**src/rtl/mat3_dot_product_if.sv**
```systemverilog
// Element-pair input and result-bank output bundle for the 3x3 matrix multiplier.
// The source drives through master; the multiplier sits on slave.
interface mat3_dot_product_if #(
    parameter int EW = 16
);
    logic [2*EW-1:0]   in;
    logic              in_valid;
    logic [2*EW-1:0]   out;
    logic [3:0]        sel;
    logic              done;
    logic [9*2*EW-1:0] bank;

    modport master (
        output in,
        output in_valid,
        input  out,
        input  sel,
        input  done,
        input  bank
    );

    modport slave (
        input  in,
        input  in_valid,
        output out,
        output sel,
        output done,
        output bank
    );
endinterface

```
**src/rtl/mat3_dot_product.sv**
```systemverilog
// Unsigned 3x3 matrix multiply C = A x B: serial load of 9 (A,B) pairs, one C
// element per cycle into a parallel 9-entry result bank.
module mat3_dot_product #(
    parameter int EW = 16,
    parameter int N  = 3
) (
    input  logic              clk,
    input  logic              reset,
    mat3_dot_product_if.slave bus
);
    localparam int CW = 2 * EW;
    localparam int NE = N * N;

    typedef enum logic [1:0] {
        S_LOAD = 2'd0,
        S_COMP = 2'd1,
        S_DONE = 2'd2
    } state_t;

    state_t        r_state;
    state_t        w_state_next;

    logic [EW-1:0] r_a    [NE];
    logic [EW-1:0] r_b    [NE];
    logic [CW-1:0] r_bank [NE];
    logic [3:0]    r_idx;
    logic [3:0]    r_cidx;

    logic [1:0]    w_row;
    logic [1:0]    w_col;
    logic [3:0]    w_base;
    logic [3:0]    w_a_sel [N];
    logic [3:0]    w_b_sel [N];
    logic [CW-1:0] w_prod  [N];
    logic [CW-1:0] w_sum;
    wire  [NE*CW-1:0] w_bank;

    // Split cidx into row/col without a divider; w_base is 3*row.
    always_comb begin
        w_row  = (r_cidx >= 4'd6) ? 2'd2 : ((r_cidx >= 4'd3) ? 2'd1 : 2'd0);
        w_base = {2'b00, w_row} + {1'b0, w_row, 1'b0};
        w_col  = 2'(r_cidx - w_base);
    end

    generate
        for (genvar gi = 0; gi < N; gi++) begin : g_dot
            assign w_a_sel[gi] = w_base + 4'(gi);
            assign w_b_sel[gi] = 4'(3 * gi) + {2'b00, w_col};
            assign w_prod[gi]  = CW'(r_a[w_a_sel[gi]]) * CW'(r_b[w_b_sel[gi]]);
        end
    endgenerate

    // Sum wraps modulo 2^CW by construction.
    assign w_sum = w_prod[0] + w_prod[1] + w_prod[2];

    always_comb begin
        w_state_next = r_state;
        case (r_state)
            S_LOAD: if (bus.in_valid && (r_idx == 4'd8)) w_state_next = S_COMP;
            S_COMP: if (r_cidx == 4'd8)                  w_state_next = S_DONE;
            S_DONE: if (bus.in_valid)                    w_state_next = S_LOAD;
            default:                                     w_state_next = S_LOAD;
        endcase
    end

    always_ff @(posedge clk or negedge reset) begin
        if (!reset) begin
            r_state <= S_LOAD;
        end else begin
            r_state <= w_state_next;
        end
    end

    always_ff @(posedge clk or negedge reset) begin
        if (!reset) begin
            r_idx  <= '0;
            r_cidx <= '0;
            for (int k = 0; k < NE; k++) begin
                r_a[k]    <= '0;
                r_b[k]    <= '0;
                r_bank[k] <= '0;
            end
        end else begin
            case (r_state)
                S_LOAD: begin
                    r_cidx <= '0;
                    if (bus.in_valid) begin
                        r_a[r_idx] <= bus.in[EW-1:0];
                        r_b[r_idx] <= bus.in[CW-1:EW];
                        r_idx      <= (r_idx == 4'd8) ? 4'd0 : r_idx + 4'd1;
                    end
                end
                S_COMP: begin
                    r_bank[r_cidx] <= w_sum;
                    r_cidx         <= (r_cidx == 4'd8) ? 4'd0 : r_cidx + 4'd1;
                end
                S_DONE: begin
                    // A new pair here is element 0 of the next run.
                    if (bus.in_valid) begin
                        r_a[0] <= bus.in[EW-1:0];
                        r_b[0] <= bus.in[CW-1:EW];
                        r_idx  <= 4'd1;
                    end
                end
                default: begin
                    r_idx  <= '0;
                    r_cidx <= '0;
                end
            endcase
        end
    end

    generate
        for (genvar gi = 0; gi < NE; gi++) begin : g_bank
            assign w_bank[CW*gi +: CW] = r_bank[gi];
        end
    endgenerate

    assign bus.bank = w_bank;
    assign bus.out  = (r_state == S_COMP) ? w_sum : '0;
    assign bus.sel  = (r_state == S_COMP) ? r_cidx : 4'hF;
    assign bus.done = (r_state == S_DONE);
endmodule

```
**src/flat_wrapper.sv**
```systemverilog
// flat-port wrapper written by rule: the top's interface ports become plain ports
module mat3_dot_product_flat 
#(
    parameter int EW = 16,
    parameter int N  = 3
)
  (clk, reset, bus_in, bus_in_valid, bus_out, bus_sel, bus_done, bus_bank);
  mat3_dot_product_if #(.EW(EW)) bus_i ();
  input  logic clk;
  input  logic reset;
  input wire logic [$bits(bus_i.in)-1:0] bus_in;
  input wire logic [$bits(bus_i.in_valid)-1:0] bus_in_valid;
  output wire logic [$bits(bus_i.out)-1:0] bus_out;
  output wire logic [$bits(bus_i.sel)-1:0] bus_sel;
  output wire logic [$bits(bus_i.done)-1:0] bus_done;
  output wire logic [$bits(bus_i.bank)-1:0] bus_bank;
  assign bus_i.in = bus_in;
  assign bus_i.in_valid = bus_in_valid;
  assign bus_out = bus_i.out;
  assign bus_sel = bus_i.sel;
  assign bus_done = bus_i.done;
  assign bus_bank = bus_i.bank;
  mat3_dot_product #(.EW(EW), .N(N)) u_core (.clk(clk), .reset(reset), .bus(bus_i));
endmodule
```
**config.mk**
```make
export PLATFORM = sky130hd
export DESIGN_NAME = mat3_dot_product_flat
export DESIGN_NICKNAME = d
export VERILOG_FILES = /design/src/rtl/mat3_dot_product_if.sv /design/src/rtl/mat3_dot_product.sv /design/src/flat_wrapper.sv
export SDC_FILE = /design/constraint.sdc
export NUM_CORES = 2
export LEC_CHECK = 0
export ABC_CLOCK_PERIOD_IN_PS = 25900
export BUFFER_PORTS_ARGS = -buffer_cell sky130_fd_sc_hd__buf_2
export CELL_PAD_IN_SITES_DETAIL_PLACEMENT = 1
export CELL_PAD_IN_SITES_GLOBAL_PLACEMENT = 2
export CORE_MARGIN = 2
export CORE_UTILIZATION = 30
export CTS_CLUSTER_SIZE = 40
export DETAILED_ROUTE_END_ITERATION = 10
export GPL_TIMING_DRIVEN = 0
export HOLD_SLACK_MARGIN = 0.15
export PLACE_DENSITY_LB_ADDON = 0.1
export SYNTH_ARGS = -nofsm -noshare
export SYNTH_HDL_FRONTEND = slang
export SYNTH_SLANG_ARGS = --single-unit
```
**constraint.sdc**
```tcl
create_clock -name clk -period 25.9 [get_ports clk]
set_input_delay 2.59 -clock clk [delete_from_list [all_inputs] [get_ports clk]]
set_output_delay 2.59 -clock clk [all_outputs]
set_load 0.02 [all_outputs]
```
# --- After elaboration in Yosys (flattened, before gate mapping) ---
# Index checks and enable logic that the tools add are counted.
classes:
  add_sub_neg: 10
  mul: 3
  magnitude_cmp: 12
  n_eq_ne: 8
  muxes: 45
  bitwise_logic: 9
  n_reduce_logical: 9
op_table:
  columns: ["op", "count"]
  rows:
  - ["$bmux 16 s4", 6]
  - ["$bwmux 144", 2]
  - ["$bwmux 288", 1]
  - ["$mux 144", 2]
  - ["$mux 16", 15]
  - ["$demux 32 s4", 1]
  - ["$mul 16x16->32", 3]
  - ["$add 32x32->32", 2]
  - ["$demux 16 s4", 1]
  - ["$mux 32", 2]
  - ["$pmux 16 s2", 2]
  - ["$ge 5x5->1 const B", 8]
  - ["$not 4->5", 7]
  - ["$mux 4", 5]
  - ["$add 4x1->4 const B", 3]
  - ["$pmux 4 s3", 1]
  - ["$lt 5x1->1 const B", 2]
  - ["$reduce_and 3->1", 3]
  - ["$eq 4x4->1 const B", 2]
  - ["$mux 2", 4]
  - ["$pmux 4 s2", 1]
  - ["$pmux 2 s3", 1]
  - ["$not 2->5", 1]
  - ["$add 2x3->4", 1]
  - ["16 further kinds", 20]
totals:
  reg_bits: 586
  out_inout_bits: 325

# --- Logic depth before layout (Yosys ltp) ---
logic_depth:
  depth_word: 14
  mapped_depth: 40
  depth_no_buf: 35

# --- Worst setup path before layout ---
# Ideal clock, no wire load.
synth_path:
  path_type: "reg-to-output"
  startpoint: "register u_core.r_cidx[0]"
  endpoint: "output port bus_out[30]"
  arrival_ps: 9847
  t_required_ps: 23310
  slack_ps: 13463
  path_stages_with_launch: 40
  n_path_buf: 5
  path_cell_list: "dfrtp_1 inv_1 ha_1 o21ai_1 nand2b_1 nor2_4 xnor2_4 and2_1 buf_2 buf_2 nand2_1 o21ai_2 buf_2 nand2_1 fa_1 inv_1 fa_1 inv_1 [... 4 more ...] fa_1 inv_1 fa_1 fa_1 fa_1 inv_1 fa_1 inv_1 ha_1 buf_6 a2111o_1 o22a_1 or3b_1 o21ai_2 a311oi_1 o21a_1 buf_6 nor3_1"
synth_via:
  elab_chain_len: 14
  word_cells_on_any_way: 40
synth_rtl:
  columns: ["item", "line_no", "source"]
  rows:
  - ["start, declared", "mat3_dot_product.sv:27", "logic [3:0] r_cidx;"]
  - ["start signal, assigned", "mat3_dot_product.sv:95", "r_cidx <= (r_cidx == 4'd8) ? 4'd0 : r_cidx + 4'd1;"]
  - ["$ge 4x2->1", "mat3_dot_product.sv:40", "w_row = (r_cidx >= 4'd6) ? 2'd2 : ((r_cidx >= 4'd3) ? 2'd1 : 2'd0);"]
  - ["$mux 1", "mat3_dot_product.sv:40", null]
  - ["$mux 2", "mat3_dot_product.sv:40", null]
  - ["$add 2x3->4", "mat3_dot_product.sv:41", "w_base = {2'b00, w_row} + {1'b0, w_row, 1'b0};"]
  - ["$sub 2x2->2", "mat3_dot_product.sv:42", "w_col = 2'(r_cidx - w_base);"]
  - ["$add 2x2->3", "mat3_dot_product.sv:48", "assign w_b_sel[gi] = 4'(3 * gi) + {2'b00, w_col};"]
  - ["$not 4->5 (implied by the code)", "mat3_dot_product.sv:49", "assign w_prod[gi] = CW'(r_a[w_a_sel[gi]]) * CW'(r_b[w_b_sel[gi]]);"]
  - ["$bmux 16 s4", "mat3_dot_product.sv:49", null]
  - ["$mux 16 (implied by the code) (2 in series)", "mat3_dot_product.sv:49", null]
  - ["$mul 16x16->32", "mat3_dot_product.sv:49", null]
  - ["$add 32x32->32", "mat3_dot_product.sv:54", "assign w_sum = w_prod[0] + w_prod[1] + w_prod[2];"]
  - ["$add 32x32->32 (*)", "mat3_dot_product.sv:54", null]
  - ["$mux 32 (*)", "mat3_dot_product.sv:120", "assign bus.out = (r_state == S_COMP) ? w_sum : '0;"]
  - ["end, declared", "flat_wrapper.sv:13", "output wire logic [$bits(bus_i.out)-1:0] bus_out;"]
# Mark *: on every way between the ends. The rest lies on a longest branch, timed or not. The select of a mux whose other input is x is not followed.

# --- Worst setup path in the final report ---
layout_path:
  startpoint: "register u_core.r_cidx[0]"
  endpoint: "output port bus_out[31]"
# Same word-level chain as after synthesis.

==> impl_metrics.toml <==
[critical_path]
cp.arrival_ns = 14.05
cpMostUsedCell = "fa_1"
crit_slowest_cell = "o21ai_0"
crit_path_end_kind = "output port"
crit_path_start_kind = "flip-flop"
worstPathRequired_ns = 23.31
cpPeakStageDelay_ns = 0.95
path_max_fanout = 10
worst-setup-path-type = "reg2out"

[cts]
cts.clk_slew.worst_paths_ns = 0.06
clk_path_buf_depth = 3
post_cts_buffers = 0
numCtsBuffers = 75
root_buffer = "clkbuf_16"
clock_latency_ns = 0.70
cts_tree = "built"
cts-resized-gates = 0
cts.hold.buffers_added = 0
cts_sinks = 586
ctsHtreeMaxLevel = 3

[outcome]
status = "complete, but fails checks"
violations = "max-capacitance violations, max-slew violations"

[route]
dr.pass1.iters = 5
drc_errors = 0
via_per_inst = 4.76
drt_iter0_drc = 2040
num_vias = 36399
wl_per_cell_um = 26.2
wl_um = 200000
final_antenna_net_count = 0

[sta]
worst_pin_slew_ns = 1.49
min_period_ns = 16.64
hold_violations = 0
rsz0062_at_grt = "false"
fmax_mhz = 60.1
drv_slew = 1
setup_viol = 0
slew_headroom_pct = -0.400
tns_ns = 0
min_period_over_period_pct = 64.2
skew_ns = 0.0351

[global_routing]
grt_pass1_vias = 39184
grt_pass1_wl_um = 289000
grt.overflow.total = 0
grt_max_degree = 113
grt_use_total_pct = 24.1
antenna_found_initial = 20

[die]
start_util_pct = 30.1
dieArea_um2 = 168000
die_w_um = 410
die_h_um = 410
core-area_um2 = 164000
io_pins = 360
rows = 149

[logic_synthesis]
ys_seq_area_share_pct = 29.6
ys_ff_latch = 586
synth_top_cells_by_count = "inv_1 (871), nand2_1 (795), fa_1 (700)"
syn_area_per_cell_um2 = 10.0
syn_nets = 5947
synthCells = 4933
yosysMostFrequentCell = "inv_1"
async_reset_ff_share_pct = 100
yosysTopAreaCellShare_pct = 29.6
synth.area.top_cells = "dfrtp_1 (30%), fa_1 (28%), mux2_2 (7.7%)"
yosys_warnings = 0
synth.distinct_cells = 67
synth_ff_type = "dfrtp_1"
syn-cell-area_um2 = 49500
synth-edff-count = 0
synth_top_area_cell = "dfrtp_1"

[finish]
synthToLayoutAreaGrowth_pct = 15.1
final_nets = 6411
drive_above_1_share_pct = 17.4
fill_cells = 18754

[placed_design]
port_buffers = 359
post-dp-hpwl_um = 166000
place.gp.congestion = 0.850

[run]
maxCapViolations = 1

[worst_hold_path]
holdCritPathClass = "reg2reg"
## per-stage QoR
step	worst slack [ns]	instances	cell area, um^2	util, %	hold slack (ns)
after floorplan	13.46	4933	49500	-	0.471
after global placement	8.65	7481	54000	32.9	0.456
after detailed placement	9.95	7508	54600	33.2	0.464
after CTS	9.13	7635	56900	34.6	0.477
after global routing	8.49	7637	56900	34.6	0.496
final	9.26	7646	57000	34.6	0.473
## worst max-delay path, delay by kind of cell (launching register included)
| family | cells | cell delay [ns] |
|---|---|---|
| buffers and inverters | 9 | 1.83 |
| adders and majority gates | 11 | 5.33 |
| and+or+nand+nor | 6 | 1.71 |
| muxes | 1 | 0.30 |
| DFF | 1 | 0.64 |
| AOI/OAI and AO/OA | 6 | 2.44 |
| xor gates and xnor gates | 2 | 1.06 |
## logic make-up (layout without fill, tap and decap cells)
| family | Yosys count | after routing | synth area share (%) |
|---|---|---|---|
| adder cells (fa/ha/maj) | 979 | 979 | 35.4 |
| XOR/XNOR | 36 | 36 | 0.690 |
| AND/OR/NAND/NOR | 1373 | 1373 | 11.2 |
| other | 0 | 10 | 0 |
| buffers and inverters | 1076 | 1590 | 8.33 |
| flip-flops | 586 | 586 | 29.6 |
| multiplexers | 379 | 379 | 8.74 |
| AO/OA/AOI/OAI | 504 | 504 | 6.08 |
## layer usage
layer / share of wire, % / GRT usage [%] / up-vias
met5: 0.0080 / 0 / -
met4: 1.8 / 4.58 / 2
met3: 3.0 / 2.70 / 148
met2: 49 / 40.7 / 478
met1: 46 / 33.3 / 19584
li1: - / - / 16187
## final timing paths
check	slack (ns)	startpoint	depth (start not counted)	end
min reg2reg	0.47	u_core.bus.bank[22]	2	u_core.bus.bank[22]
max in group asynchronous	22.29	reset	3	u_core.r_a[67]
min	0.47	u_core.bus.bank[22]	2	u_core.bus.bank[22]
max	9.26	u_core.r_cidx[0]	35	bus_out[31]
min in group asynchronous	1.91	reset	1	u_core.bus.bank[35]
max reg2reg	12.44	u_core.r_cidx[0]	34	u_core.bus.bank[191]
## state kept, by name (all words and copies together), names as in the netlist
signal	count
u_core.bus.bank	288
u_core.r_a	144
u_core.r_b	144
u_core.r_cidx	4
u_core.r_idx	4
u_core.r_state	2
## cells in the final DEF (no fill, tap or decap), types with 5 or more instances in the layout
cell type  netlist  routed
or3_1            5       5
a22oi_1          6       6
o21ai_0        254     244
xnor2_2          1       6
nor2b_1         14      14
o22a_1          16      16
clkbuf_8         0      12
o21a_1          44      44
o31ai_1         22      22
xor2_1           9       6
o21ai_2         17      28
dfrtp_1        586     586
o21ai_1         27      26
clkinv_2         0       7
inv_1          871     871
a21o_1          25      25
mux2_2         338     338
mux2i_1         32      32
or2_2            7       7
nand2_1        795     795
fa_1           700     700
clkbuf_1       107     130
clkbuf_16        0      77
diode_2          0      10
nor3_1          13      13
buf_16           0       8
nand3_1         32      32
and2_1          46      46
a21oi_2          5       5
nand2b_1        26      26
a21oi_1         60      60
nor2_1         416     416
buf_8            0       8
buf_1           48      48
xnor2_1         25      20
mux4_2           9       9
buf_2           46     405
ha_1           279     279
buf_4            1      12
## layout make-up
cell class                      count  area [um^2]  share of cell area [%]
Multi-Input combinational cell   3271        30800                    54.1
Sequential cell                   586        14700                    25.7
Inverter                          871         3270                    5.74
Tap cell                         2189         2740                    4.81
Timing Repair Buffer              387         2230                    3.92
Clock buffer                      112         2180                    3.82
Buffer                            205          853                    1.50
Clock inverter                     15          173                   0.303
Antenna cell                       10         25.0                  0.0439
Power is left out: the tool's default activity adds up to more than one toggle a clock period on the data nets, which glitch-free logic cannot reach.
